--- config.mk ---
export PLATFORM = sky130hd
export DESIGN_NAME = rc4_key_search_ctrl_flat
export DESIGN_NICKNAME = d
export VERILOG_FILES = /design/src/rtl/rc4_key_search_ctrl_if.sv /design/src/rtl/rc4_key_search_ctrl.sv /design/src/flat_wrapper.sv
export SDC_FILE = /design/constraint.sdc
export NUM_CORES = 1
export LEC_CHECK = 0
export CAP_MARGIN = 30
export CORE_MARGIN = 2
export CORE_UTILIZATION = 38
export CTS_BUF_LIST = sky130_fd_sc_hd__clkbuf_4
export CTS_CLUSTER_SIZE = 40
export DETAILED_ROUTE_END_ITERATION = 16
export PLACE_DENSITY = 0.61
export SLEW_MARGIN = 0
export SYNTH_ARGS = -nofsm -noshare
export SYNTH_HDL_FRONTEND = slang
export SYNTH_SLANG_ARGS = --single-unit
--- constraint.sdc ---
create_clock -name clk -period 3.05 [get_ports clk]
set_input_delay 0.61 -clock clk [delete_from_list [all_inputs] [get_ports clk]]
set_output_delay 0.61 -clock clk [all_outputs]
set_load 0.02 [all_outputs]
--- src/rtl/rc4_key_search_ctrl_if.sv ---
// Control bundle between the RC4 key-search scheduler and its sub-FSMs / S RAM mux.
// Handshake: every *_start, dec_abort and *_done is a single-cycle pulse with no back-pressure;
// byte_valid qualifies byte_data for exactly the cycle it is high.
interface rc4_key_search_ctrl_if;
  logic        start;
  logic        init_start;
  logic        init_done;
  logic        ksa_start;
  logic        ksa_done;
  logic        dec_start;
  logic        dec_abort;
  logic        dec_done;
  logic        byte_valid;
  logic [7:0]  byte_data;
  logic [1:0]  mem_owner;
  logic [23:0] key;
  logic        busy;
  logic        found;
  logic        exhausted;
  logic [3:0]  dbg_state;

  modport slave (
    input  start, init_done, ksa_done, dec_done, byte_valid, byte_data,
    output init_start, ksa_start, dec_start, dec_abort, mem_owner, key,
           busy, found, exhausted, dbg_state
  );

  modport master (
    output start, init_done, ksa_done, dec_done, byte_valid, byte_data,
    input  init_start, ksa_start, dec_start, dec_abort, mem_owner, key,
           busy, found, exhausted, dbg_state
  );
endinterface

--- src/rtl/rc4_key_search_ctrl.sv ---
// Scheduler for one RC4 cracking core: walks candidate keys, sequences init/KSA/decrypt,
// owns the S RAM mux select and screens every decrypted byte for plain lowercase text.
module rc4_key_search_ctrl #(
  parameter logic [21:0] KEY_FIRST = 22'h000000,
  parameter logic [21:0] KEY_LAST  = 22'h3FFFFF,
  parameter int unsigned MSG_DEP   = 32
) (
  input  logic                        clk,
  input  logic                        reset,
  rc4_key_search_ctrl_if.slave        bus
);

  typedef enum logic [3:0] {
    ST_IDLE      = 4'd0,
    ST_INIT_GO   = 4'd1,
    ST_INIT_WAIT = 4'd2,
    ST_KSA_GO    = 4'd3,
    ST_KSA_WAIT  = 4'd4,
    ST_DEC_GO    = 4'd5,
    ST_DEC_WAIT  = 4'd6,
    ST_ABORT     = 4'd7,
    ST_NEXT_KEY  = 4'd8,
    ST_FOUND     = 4'd9,
    ST_EXHAUSTED = 4'd10
  } state_e;

  localparam logic [1:0] OWN_INIT = 2'd0;
  localparam logic [1:0] OWN_KSA  = 2'd1;
  localparam logic [1:0] OWN_DEC  = 2'd2;
  localparam logic [1:0] OWN_NONE = 2'd3;
  localparam logic [5:0] MSG_DEP_C = 6'(MSG_DEP);

  state_e      state_q, state_d;
  logic [21:0] key_q, key_d;
  logic [5:0]  cnt_q, cnt_d;
  logic        bad_q, bad_d;

  logic        init_start_q, init_start_d;
  logic        ksa_start_q, ksa_start_d;
  logic        dec_start_q, dec_start_d;
  logic        dec_abort_q, dec_abort_d;
  logic [1:0]  owner_q, owner_d;
  logic        busy_q, busy_d;
  logic        found_q, found_d;
  logic        exhausted_q, exhausted_d;

  logic        is_text;
  logic [5:0]  cnt_seen;
  logic        bad_seen;

  always_comb begin
    is_text = (bus.byte_data == 8'h20) ||
              ((bus.byte_data >= 8'h61) && (bus.byte_data <= 8'h7A));
  end

  // Next state. A byte arriving together with dec_done is judged first and then counted
  // toward the end-of-message verdict.
  always_comb begin
    state_d  = state_q;
    key_d    = key_q;
    cnt_d    = cnt_q;
    bad_d    = bad_q;
    cnt_seen = cnt_q;
    bad_seen = bad_q;

    case (state_q)
      ST_IDLE, ST_FOUND, ST_EXHAUSTED: begin
        if (bus.start) begin
          state_d = ST_INIT_GO;
          key_d   = KEY_FIRST;
        end
      end

      ST_INIT_GO: state_d = ST_INIT_WAIT;

      ST_INIT_WAIT: begin
        if (bus.init_done) state_d = ST_KSA_GO;
      end

      ST_KSA_GO: state_d = ST_KSA_WAIT;

      ST_KSA_WAIT: begin
        if (bus.ksa_done) state_d = ST_DEC_GO;
      end

      ST_DEC_GO: begin
        cnt_d   = '0;
        bad_d   = 1'b0;
        state_d = ST_DEC_WAIT;
      end

      ST_DEC_WAIT: begin
        if (bus.byte_valid) begin
          if (is_text) cnt_seen = cnt_q + 6'd1;
          else         bad_seen = 1'b1;
        end
        cnt_d = cnt_seen;
        bad_d = bad_seen;
        if (bus.dec_done) begin
          if (!bad_seen && (cnt_seen == MSG_DEP_C)) state_d = ST_FOUND;
          else                                      state_d = ST_NEXT_KEY;
        end else if (bus.byte_valid && !is_text) begin
          state_d = ST_ABORT;
        end
      end

      // Decryptor keeps the RAM until it acknowledges the abort with dec_done.
      ST_ABORT: begin
        if (bus.dec_done) state_d = ST_NEXT_KEY;
      end

      ST_NEXT_KEY: begin
        if (key_q == KEY_LAST) begin
          state_d = ST_EXHAUSTED;
        end else begin
          key_d   = key_q + 22'd1;
          state_d = ST_INIT_GO;
        end
      end

      default: state_d = ST_IDLE;
    endcase
  end

  // Outputs are registered from the next state, so pulses line up with state entry.
  always_comb begin
    init_start_d = (state_d == ST_INIT_GO);
    ksa_start_d  = (state_d == ST_KSA_GO);
    dec_start_d  = (state_d == ST_DEC_GO);
    dec_abort_d  = (state_d == ST_ABORT) && (state_q != ST_ABORT);
    found_d      = (state_d == ST_FOUND);
    exhausted_d  = (state_d == ST_EXHAUSTED);
    busy_d       = 1'b1;
    owner_d      = OWN_NONE;

    case (state_d)
      ST_IDLE, ST_FOUND, ST_EXHAUSTED: busy_d = 1'b0;
      default:                         busy_d = 1'b1;
    endcase

    case (state_d)
      ST_INIT_GO, ST_INIT_WAIT:          owner_d = OWN_INIT;
      ST_KSA_GO, ST_KSA_WAIT:            owner_d = OWN_KSA;
      ST_DEC_GO, ST_DEC_WAIT, ST_ABORT:  owner_d = OWN_DEC;
      default:                           owner_d = OWN_NONE;
    endcase
  end

  always_ff @(posedge clk) begin
    if (reset) begin
      state_q      <= ST_IDLE;
      key_q        <= KEY_FIRST;
      cnt_q        <= '0;
      bad_q        <= 1'b0;
      init_start_q <= 1'b0;
      ksa_start_q  <= 1'b0;
      dec_start_q  <= 1'b0;
      dec_abort_q  <= 1'b0;
      owner_q      <= OWN_NONE;
      busy_q       <= 1'b0;
      found_q      <= 1'b0;
      exhausted_q  <= 1'b0;
    end else begin
      state_q      <= state_d;
      key_q        <= key_d;
      cnt_q        <= cnt_d;
      bad_q        <= bad_d;
      init_start_q <= init_start_d;
      ksa_start_q  <= ksa_start_d;
      dec_start_q  <= dec_start_d;
      dec_abort_q  <= dec_abort_d;
      owner_q      <= owner_d;
      busy_q       <= busy_d;
      found_q      <= found_d;
      exhausted_q  <= exhausted_d;
    end
  end

  assign bus.init_start = init_start_q;
  assign bus.ksa_start  = ksa_start_q;
  assign bus.dec_start  = dec_start_q;
  assign bus.dec_abort  = dec_abort_q;
  assign bus.mem_owner  = owner_q;
  assign bus.key        = {2'b00, key_q};
  assign bus.busy       = busy_q;
  assign bus.found      = found_q;
  assign bus.exhausted  = exhausted_q;
  assign bus.dbg_state  = state_q;

endmodule
--- src/flat_wrapper.sv ---
// flat-port wrapper written by rule: the top's interface ports become plain ports
module rc4_key_search_ctrl_flat 
#(
  parameter logic [21:0] KEY_FIRST = 22'h000000,
  parameter logic [21:0] KEY_LAST  = 22'h3FFFFF,
  parameter int unsigned MSG_DEP   = 32
)
  (clk, reset, bus_start, bus_init_done, bus_ksa_done, bus_dec_done, bus_byte_valid, bus_byte_data, bus_init_start, bus_ksa_start, bus_dec_start, bus_dec_abort, bus_mem_owner, bus_key, bus_busy, bus_found, bus_exhausted, bus_dbg_state);
  rc4_key_search_ctrl_if bus_i ();
  input  logic clk;
  input  logic reset;
  input wire logic [$bits(bus_i.start)-1:0] bus_start;
  input wire logic [$bits(bus_i.init_done)-1:0] bus_init_done;
  input wire logic [$bits(bus_i.ksa_done)-1:0] bus_ksa_done;
  input wire logic [$bits(bus_i.dec_done)-1:0] bus_dec_done;
  input wire logic [$bits(bus_i.byte_valid)-1:0] bus_byte_valid;
  input wire logic [$bits(bus_i.byte_data)-1:0] bus_byte_data;
  output wire logic [$bits(bus_i.init_start)-1:0] bus_init_start;
  output wire logic [$bits(bus_i.ksa_start)-1:0] bus_ksa_start;
  output wire logic [$bits(bus_i.dec_start)-1:0] bus_dec_start;
  output wire logic [$bits(bus_i.dec_abort)-1:0] bus_dec_abort;
  output wire logic [$bits(bus_i.mem_owner)-1:0] bus_mem_owner;
  output wire logic [$bits(bus_i.key)-1:0] bus_key;
  output wire logic [$bits(bus_i.busy)-1:0] bus_busy;
  output wire logic [$bits(bus_i.found)-1:0] bus_found;
  output wire logic [$bits(bus_i.exhausted)-1:0] bus_exhausted;
  output wire logic [$bits(bus_i.dbg_state)-1:0] bus_dbg_state;
  assign bus_i.start = bus_start;
  assign bus_i.init_done = bus_init_done;
  assign bus_i.ksa_done = bus_ksa_done;
  assign bus_i.dec_done = bus_dec_done;
  assign bus_i.byte_valid = bus_byte_valid;
  assign bus_i.byte_data = bus_byte_data;
  assign bus_init_start = bus_i.init_start;
  assign bus_ksa_start = bus_i.ksa_start;
  assign bus_dec_start = bus_i.dec_start;
  assign bus_dec_abort = bus_i.dec_abort;
  assign bus_mem_owner = bus_i.mem_owner;
  assign bus_key = bus_i.key;
  assign bus_busy = bus_i.busy;
  assign bus_found = bus_i.found;
  assign bus_exhausted = bus_i.exhausted;
  assign bus_dbg_state = bus_i.dbg_state;
  rc4_key_search_ctrl #(.KEY_FIRST(KEY_FIRST), .KEY_LAST(KEY_LAST), .MSG_DEP(MSG_DEP)) u_core (.clk(clk), .reset(reset), .bus(bus_i));
endmodule
==> PnR_summary.wiki, run 1 <==
{| class="wikitable"
! Metric !! Value
|-
| Clock Sink Count || 42
|-
| Type of the worst min-delay path || reg2reg
|-
| Most used flip-flop cell after synthesis || sky130_fd_sc_hd__dfxtp_1
|-
| Die width || 83.3 um
|-
| Post-synthesis cell count || 290
|-
| Net load switching power || 0.339 mW
|-
| Power density over cell area || 386 nW/um^2
|-
| Count of fill cells added during filler insertion || 596
|-
| Routed via count || 2243
|-
| Kind of cell with the highest combined delay on the critical path || compound AO/OA/AOI/OAI gates
|-
| Maximum frequency from static timing analysis || 0.362 GHz
|-
| Count of warnings emitted by yosys || 0
|-
| Series of cell instances along the critical path || clkdlybuf4s50_1 -> or4_4 -> a221o_1 -> a21o_1 -> o22ai_1 -> o2111ai_4 -> a221o_1
|-
| Share of power burned in registers || 0.498
|-
| Post-CTS setup-driven buffer insertion count || 0
|-
| Status || finished clean
|-
| Fin Hold WS || 0.510 ns
|-
| Netlist area before placement || 2390 sq um
|-
| Avg Inst Size Synth || 8.25 sq um
|-
| Clock transition at the register clock pins on the worst setup and hold paths after CTS || 0.12 ns
|-
| Max-cap violations || 0
|-
| Floorplan die height || 83.3 um
|-
| Final min period || 2.76 ns
|-
| Slowest cell on crit path || sky130_fd_sc_hd__or4_4
|-
| Area grow syn2layout || 28.7%
|-
| Final core occ || 0.514
|-
| Setup repair after global routing missed its margin || false
|-
| Number of antenna-violating nets in the routed design || 0
|-
| Count of pins on the block boundary || 52
|-
| Detailed-router iteration count before antenna repair || 4
|-
| Worst clock skew || 0.00705 ns
|-
| DRC Markers || 0
|-
| Most common library cell in the layout ignoring fill and taps || sky130_fd_sc_hd__clkdlybuf4s50_1
|-
| Arr. time, crit path || 3.00 ns
|-
| Clock latency of the later-clocked register in the worst-skew pair || 0.34 ns
|-
| Power, Total || 1.19 mW
|-
| CTS buffer count || 5
|-
| Via count of the first global-routing pass || 2105
|-
| Share of post-route cells with drive strength above 1 || 0.0789
|-
| Routability congestion estimate || 0.860
|-
| Starting density of the core || 0.399
|-
| Distinct cell type count of the synthesized netlist || 58
|-
| Estimated wirelength of the detail-placed design || 4.25 mm
|-
| Site Rows || 28
|-
| Required time of the worst setup path || 3.29 ns
|-
| Critical path start-end classification || in2reg
|-
| Part of the power in the clock network || 0.288
|-
| Number of enable-type register cells in the synthesized netlist || 0
|-
| Startpoint kind of the worst setup timing path || primary input
|-
| GRT Resource Usage Total || 0.169
|-
| Number of failing hold endpoints at the final stage || 0
|-
| H-tree level count || 2
|-
| Longest Clk Path Bufs || 2
|-
| Transition at the pin with the smallest max-transition slack || 0.560 ns
|-
| Number of antenna violations at the first check in global routing || 0
|-
| Hold-fix buffers, CTS || 0
|-
| Internal power summed over all cells || 0.850 mW
|-
| Clock tree from TritonCTS || yes
|-
| Count of final max-slew check failures || 0
|-
| Fraction of power consumed by combinational cells || 0.214
|-
| Worst vdd ir || 0.000234 V
|-
| Final setup violation count || 0
|-
| Leakage || 1.00 nW
|-
| Wire length per cell after detailed routing || 13.7 um
|-
| Period utilisation layout || 0.905
|-
| Largest fanout of any net on the critical path || 5
|-
| Portion of the post-synthesis area used by sequential elements || 0.351
|-
| Relative slew slack || 0.626
|-
| Critical Path Max Stage Delay || 0.53 ns
|-
| #FFs+latches synth || 42
|-
| Share of async-settable or async-resettable flops after synthesis || 0
|-
| Total Die Area || 6950 sq um
|-
| Overall overflow remaining after global route || 0
|-
| Final wirelength || 5.73 mm
|-
| Most repeated library cell on the critical path || sky130_fd_sc_hd__a221o_1
|-
| Pin count of the biggest net entering global routing || 21
|-
| Nets || 359
|-
| Library cell used as clock root buffer || sky130_fd_sc_hd__clkbuf_4
|-
| Gates resized, CTS repair || 0
|-
| Port buffer count || 49
|-
| Worst setup EP type || register
|-
| Number of violations reported at the end of detailed-routing iteration 0 || 99
|-
| Switching share of power || 0.285
|-
| Final antenna diode count || 0
|-
| Top library cells by usage in the layout, fill and taps aside || sky130_fd_sc_hd__clkdlybuf4s50_1, sky130_fd_sc_hd__dfxtp_1, sky130_fd_sc_hd__nor2_1
|-
| Critical path buffers and inverters || 1
|-
| Number of vias per cell after detailed routing || 5.38
|-
| Area of the placeable core || 5990 sq um
|-
| Global-route wire length before repair || 9.91 mm
|}
-- synth_stat cells, drive strengths merged, types with 8 or more instances --
cell type  number  area share
a21oi          17       0.036
dfxtp          42        0.35
nand3          10       0.023
nor4           13       0.037
clkbuf         14       0.022
a21o            8       0.026
nand2          25       0.039
nor3            8       0.017
nor2           39       0.061
xnor2          21       0.077
-- area by class of cell --
cell class / instances / area, sq um / share of cell area
Multi-Input combinational cell: 227 / 1470 / 0.478
Sequential cell: 42 / 841 / 0.273
Timing Repair Buffer: 61 / 581 / 0.189
Tap cell: 75 / 93.8 / 0.0305
Clock buffer: 5 / 37.5 / 0.0122
Clock inverter: 2 / 33.8 / 0.0110
Inverter: 5 / 18.8 / 0.00610
-- power groups by stage --
stage / clock, mW / sequential [mW] / combinational (mW)
after CTS: 0.361 / 0.593 / 0.256
after detailed placement: 0 / 0.605 / 0.255
after global routing: 0.388 / 0.596 / 0.277
final: 0.342 / 0.592 / 0.255
after global placement: 0 / 0.605 / 0.255
after floorplan: 0 / 0.613 / 0.143
-- registers in the layout (all words and copies together) (netlist names), 2 cells and up --
register and cells:
u_core.key_q 22, u_core.bus.mem_owner 2, u_core.bus.dbg_state 4, u_core.cnt_q 6
-- tightest hold or removal path, cell delays in order (launching register included) --
cell	delay [ns]
sky130_fd_sc_hd__dfxtp_1	0.35
sky130_fd_sc_hd__o31ai_1	0.07
sky130_fd_sc_hd__a21oi_1	0.05
-- metrics by stage --
stage	TNS (ns)	worst slack (ns)	cell area, sq um	std cells
final	0	0.290	3080	417
after global routing	0	0.231	3080	417
after CTS	0	0.313	3080	417
after detailed placement	-0.0732	-0.0650	3010	410
after global placement	-0.0181	-0.0181	3010	410
after floorplan	0	0.506	2400	291
-- cell families (layout without fill, tap and decap cells) --
kind of cell,Yosys count,in the layout,synth area share
xor+xnor,24,24,0.0879
buf+inv,22,73,0.0382
simple gates,137,137,0.309
compound gates,57,57,0.176
other cells,1,2,0.00157
fa+ha+maj,2,2,0.0105
mux,5,5,0.0262
flops,42,42,0.351
-- routing by layer --
layer,global-route usage,wire length (um),up-vias,part of all wire
met3,0.0388,234,5,0.041
met1,0.224,2810,1037,0.49
li1,-,-,1156,-
met2,0.282,2640,45,0.46
met4,0.0358,53,0,0.0092
met5,0,0,-,0
-- final timing paths --
check	startpoint	end	slack, ns	cells past startpoint
worst min register to register	u_core.key_q[17]$_SDFFE_PP0P_	u_core.key_q[17]$_SDFFE_PP0P_	0.51	2
worst max register to register	u_core.bus.dbg_state[1]$_SDFF_PP0_	u_core.bus.mem_owner[0]$_SDFF_PP1_	0.55	6
worst min-delay path	u_core.key_q[17]$_SDFFE_PP0P_	u_core.key_q[17]$_SDFFE_PP0P_	0.51	2
worst max-delay path	bus_byte_data[3]	u_core.bus.mem_owner[0]$_SDFF_PP1_	0.29	7
Note: power is estimated with default switching activity, not from simulation.
==> inputs of run 2 (changes only) <==
--- a/config.mk
+++ b/config.mk
@@ -6,6 +6,7 @@
 export NUM_CORES = 1
 export LEC_CHECK = 0
 export CAP_MARGIN = 30
+export CORE_ASPECT_RATIO = 1.5
 export CORE_MARGIN = 2
 export CORE_UTILIZATION = 38
 export CTS_BUF_LIST = sky130_fd_sc_hd__clkbuf_4
==> PnR_summary.wiki, run 2 (synthesis results as in run 1) <==
{| class="wikitable"
! Metric !! Value
|-
| H-tree level count || 2
|-
| Number of vias per cell after detailed routing || 5.55
|-
| Final min period || 2.73 ns
|-
| Required time of the worst setup path || 3.30 ns
|-
| Detailed-router iteration count before antenna repair || 4
|-
| Number of antenna violations at the first check in global routing || 0
|-
| Count of pins on the block boundary || 52
|-
| Flip-flop count of the largest register, all copies and words added || 22
|-
| Library cell used as clock root buffer || sky130_fd_sc_hd__clkbuf_4
|-
| Longest Clk Path Bufs || 2
|-
| Clock Sink Count || 42
|-
| Transition at the pin with the smallest max-transition slack || 0.571 ns
|-
| Clock tree from TritonCTS || yes
|-
| Nets || 362
|-
| Final antenna diode count || 0
|-
| Register ranked first by flip-flop count || u_core.key_q
|-
| Critical path start-end classification || in2reg
|-
| Top library cells by usage in the layout, fill and taps aside || sky130_fd_sc_hd__clkdlybuf4s50_1, sky130_fd_sc_hd__dfxtp_1, sky130_fd_sc_hd__nor2_1
|-
| Largest fanout of any net on the critical path || 4
|-
| Max-cap violations || 0
|-
| Hold-fix buffers, CTS || 0
|-
| Power, Total || 1.12 mW
|-
| Routed via count || 2331
|-
| Worst setup EP type || register
|-
| Final setup violation count || 0
|-
| Total Die Area || 6960 sq um
|-
| Worst vdd ir || 0.000248 V
|-
| Final wirelength || 6.15 mm
|-
| Worst hold path startpoint || u_core.bad_q$_SDFFE_PP0P_
|-
| Number of failing hold endpoints at the final stage || 0
|-
| Type of the worst min-delay path || reg2reg
|-
| Worst clock skew || 0.0140 ns
|-
| Starting density of the core || 0.390
|-
| Floorplan die height || 101 um
|-
| Global-route wire length before repair || 10.2 mm
|-
| Status || finished clean
|-
| Clock latency of the later-clocked register in the worst-skew pair || 0.35 ns
|-
| Startpoint kind of the worst setup timing path || primary input
|-
| Clock transition at the register clock pins on the worst setup and hold paths after CTS || 0.13 ns
|-
| Period utilisation layout || 0.894
|-
| Maximum frequency from static timing analysis || 0.367 GHz
|-
| Setup repair after global routing missed its margin || false
|-
| Overall overflow remaining after global route || 0
|-
| Startpoint of the worst setup timing path || bus_byte_data[3]
|-
| Gates resized, CTS repair || 0
|-
| Number of violations reported at the end of detailed-routing iteration 0 || 64
|-
| Port buffer count || 49
|-
| DRC Markers || 0
|-
| Power density over cell area || 365 nW/um^2
|-
| Pin count of the biggest net entering global routing || 21
|-
| Number of antenna-violating nets in the routed design || 0
|-
| Count of final max-slew check failures || 0
|-
| Area grow syn2layout || 28.8%
|-
| Via count of the first global-routing pass || 2304
|-
| Most common library cell in the layout ignoring fill and taps || sky130_fd_sc_hd__clkdlybuf4s50_1
|-
| Routability congestion estimate || 0.872
|-
| Relative slew slack || 0.614
|-
| Die width || 68.8 um
|-
| Post-CTS setup-driven buffer insertion count || 0
|-
| Final core occ || 0.503
|-
| Leakage || 1.01 nW
|-
| Reg2reg start || u_core.key_q[0]$_SDFFE_PP0P_
|-
| GRT Resource Usage Total || 0.187
|-
| Wire length per cell after detailed routing || 14.6 um
|-
| Estimated wirelength of the detail-placed design || 4.59 mm
|-
| Area of the placeable core || 6130 sq um
|-
| Share of post-route cells with drive strength above 1 || 0.0896
|-
| Site Rows || 35
|-
| Arr. time, crit path || 2.98 ns
|-
| CTS buffer count || 5
|}
run 2: cell count changes in the layout (fill, tap and decap cells not counted), sizes merged:
cell	before	now
buf	12	15
bufinv	1	0
clkinvlp	0	1
clkinv	1	2
run 2: final timing paths:
check	end	slack [ns]	cells after the start
worst min register to register	u_core.bad_q$_SDFFE_PP0P_	0.51	2
worst max register to register	u_core.key_q[17]$_SDFFE_PP0P_	0.63	8
worst max-delay path	u_core.bus.mem_owner[0]$_SDFF_PP1_	0.32	7
worst min-delay path	u_core.bad_q$_SDFFE_PP0P_	0.51	2
run 2: where the power goes:
part	switching (mW)	internal [mW]	total [mW]
logic	0.144	0.119	0.264
clock network	0.183	0.0860	0.269
registers	0.0236	0.568	0.591
total	0.351	0.773	1.12
run 2: per-stage QoR:
stage | setup TNS (ns) | cells | cell area, sq um | hold slack (ns) | worst slack (ns)
finish | 0 | 420 | 3080 | 0.509 | 0.323
CTS | 0 | 420 | 3080 | 0.516 | 0.328
detailed placement | -0.0905 | 412 | 3030 | 0.496 | -0.0520
global placement | 0 | 412 | 3030 | 0.484 | 0.0236
global route | 0 | 420 | 3080 | 0.541 | 0.214
floorplan | 0 | 291 | 2400 | 0.461 | 0.506
run 2: area by class of cell:
class,instances,area (sq um)
Fill cell,631,3050
Sequential cell,42,841
Clock buffer,5,37.5
Inverter,5,18.8
Multi-Input combinational cell,227,1470
Timing Repair Buffer,64,603
Clock inverter,3,16.3
Tap cell,74,92.6
run 2: critical path, cell delays in order:
cell	delay (ns)
sky130_fd_sc_hd__clkdlybuf4s50_1	0.46
sky130_fd_sc_hd__or4_1	0.55
sky130_fd_sc_hd__and3_1	0.21
sky130_fd_sc_hd__o21ai_0	0.30
sky130_fd_sc_hd__mux2i_1	0.35
sky130_fd_sc_hd__o2111ai_4	0.17
sky130_fd_sc_hd__a221o_1	0.33
run 2: routing by layer:
layer,track usage,vias up,part of all wire
met3,0.0367,8,0.039
met1,0.214,1111,0.42
met5,0,-,0
met2,0.334,54,0.53
met4,0.0694,0,0.015
li1,-,1158,-
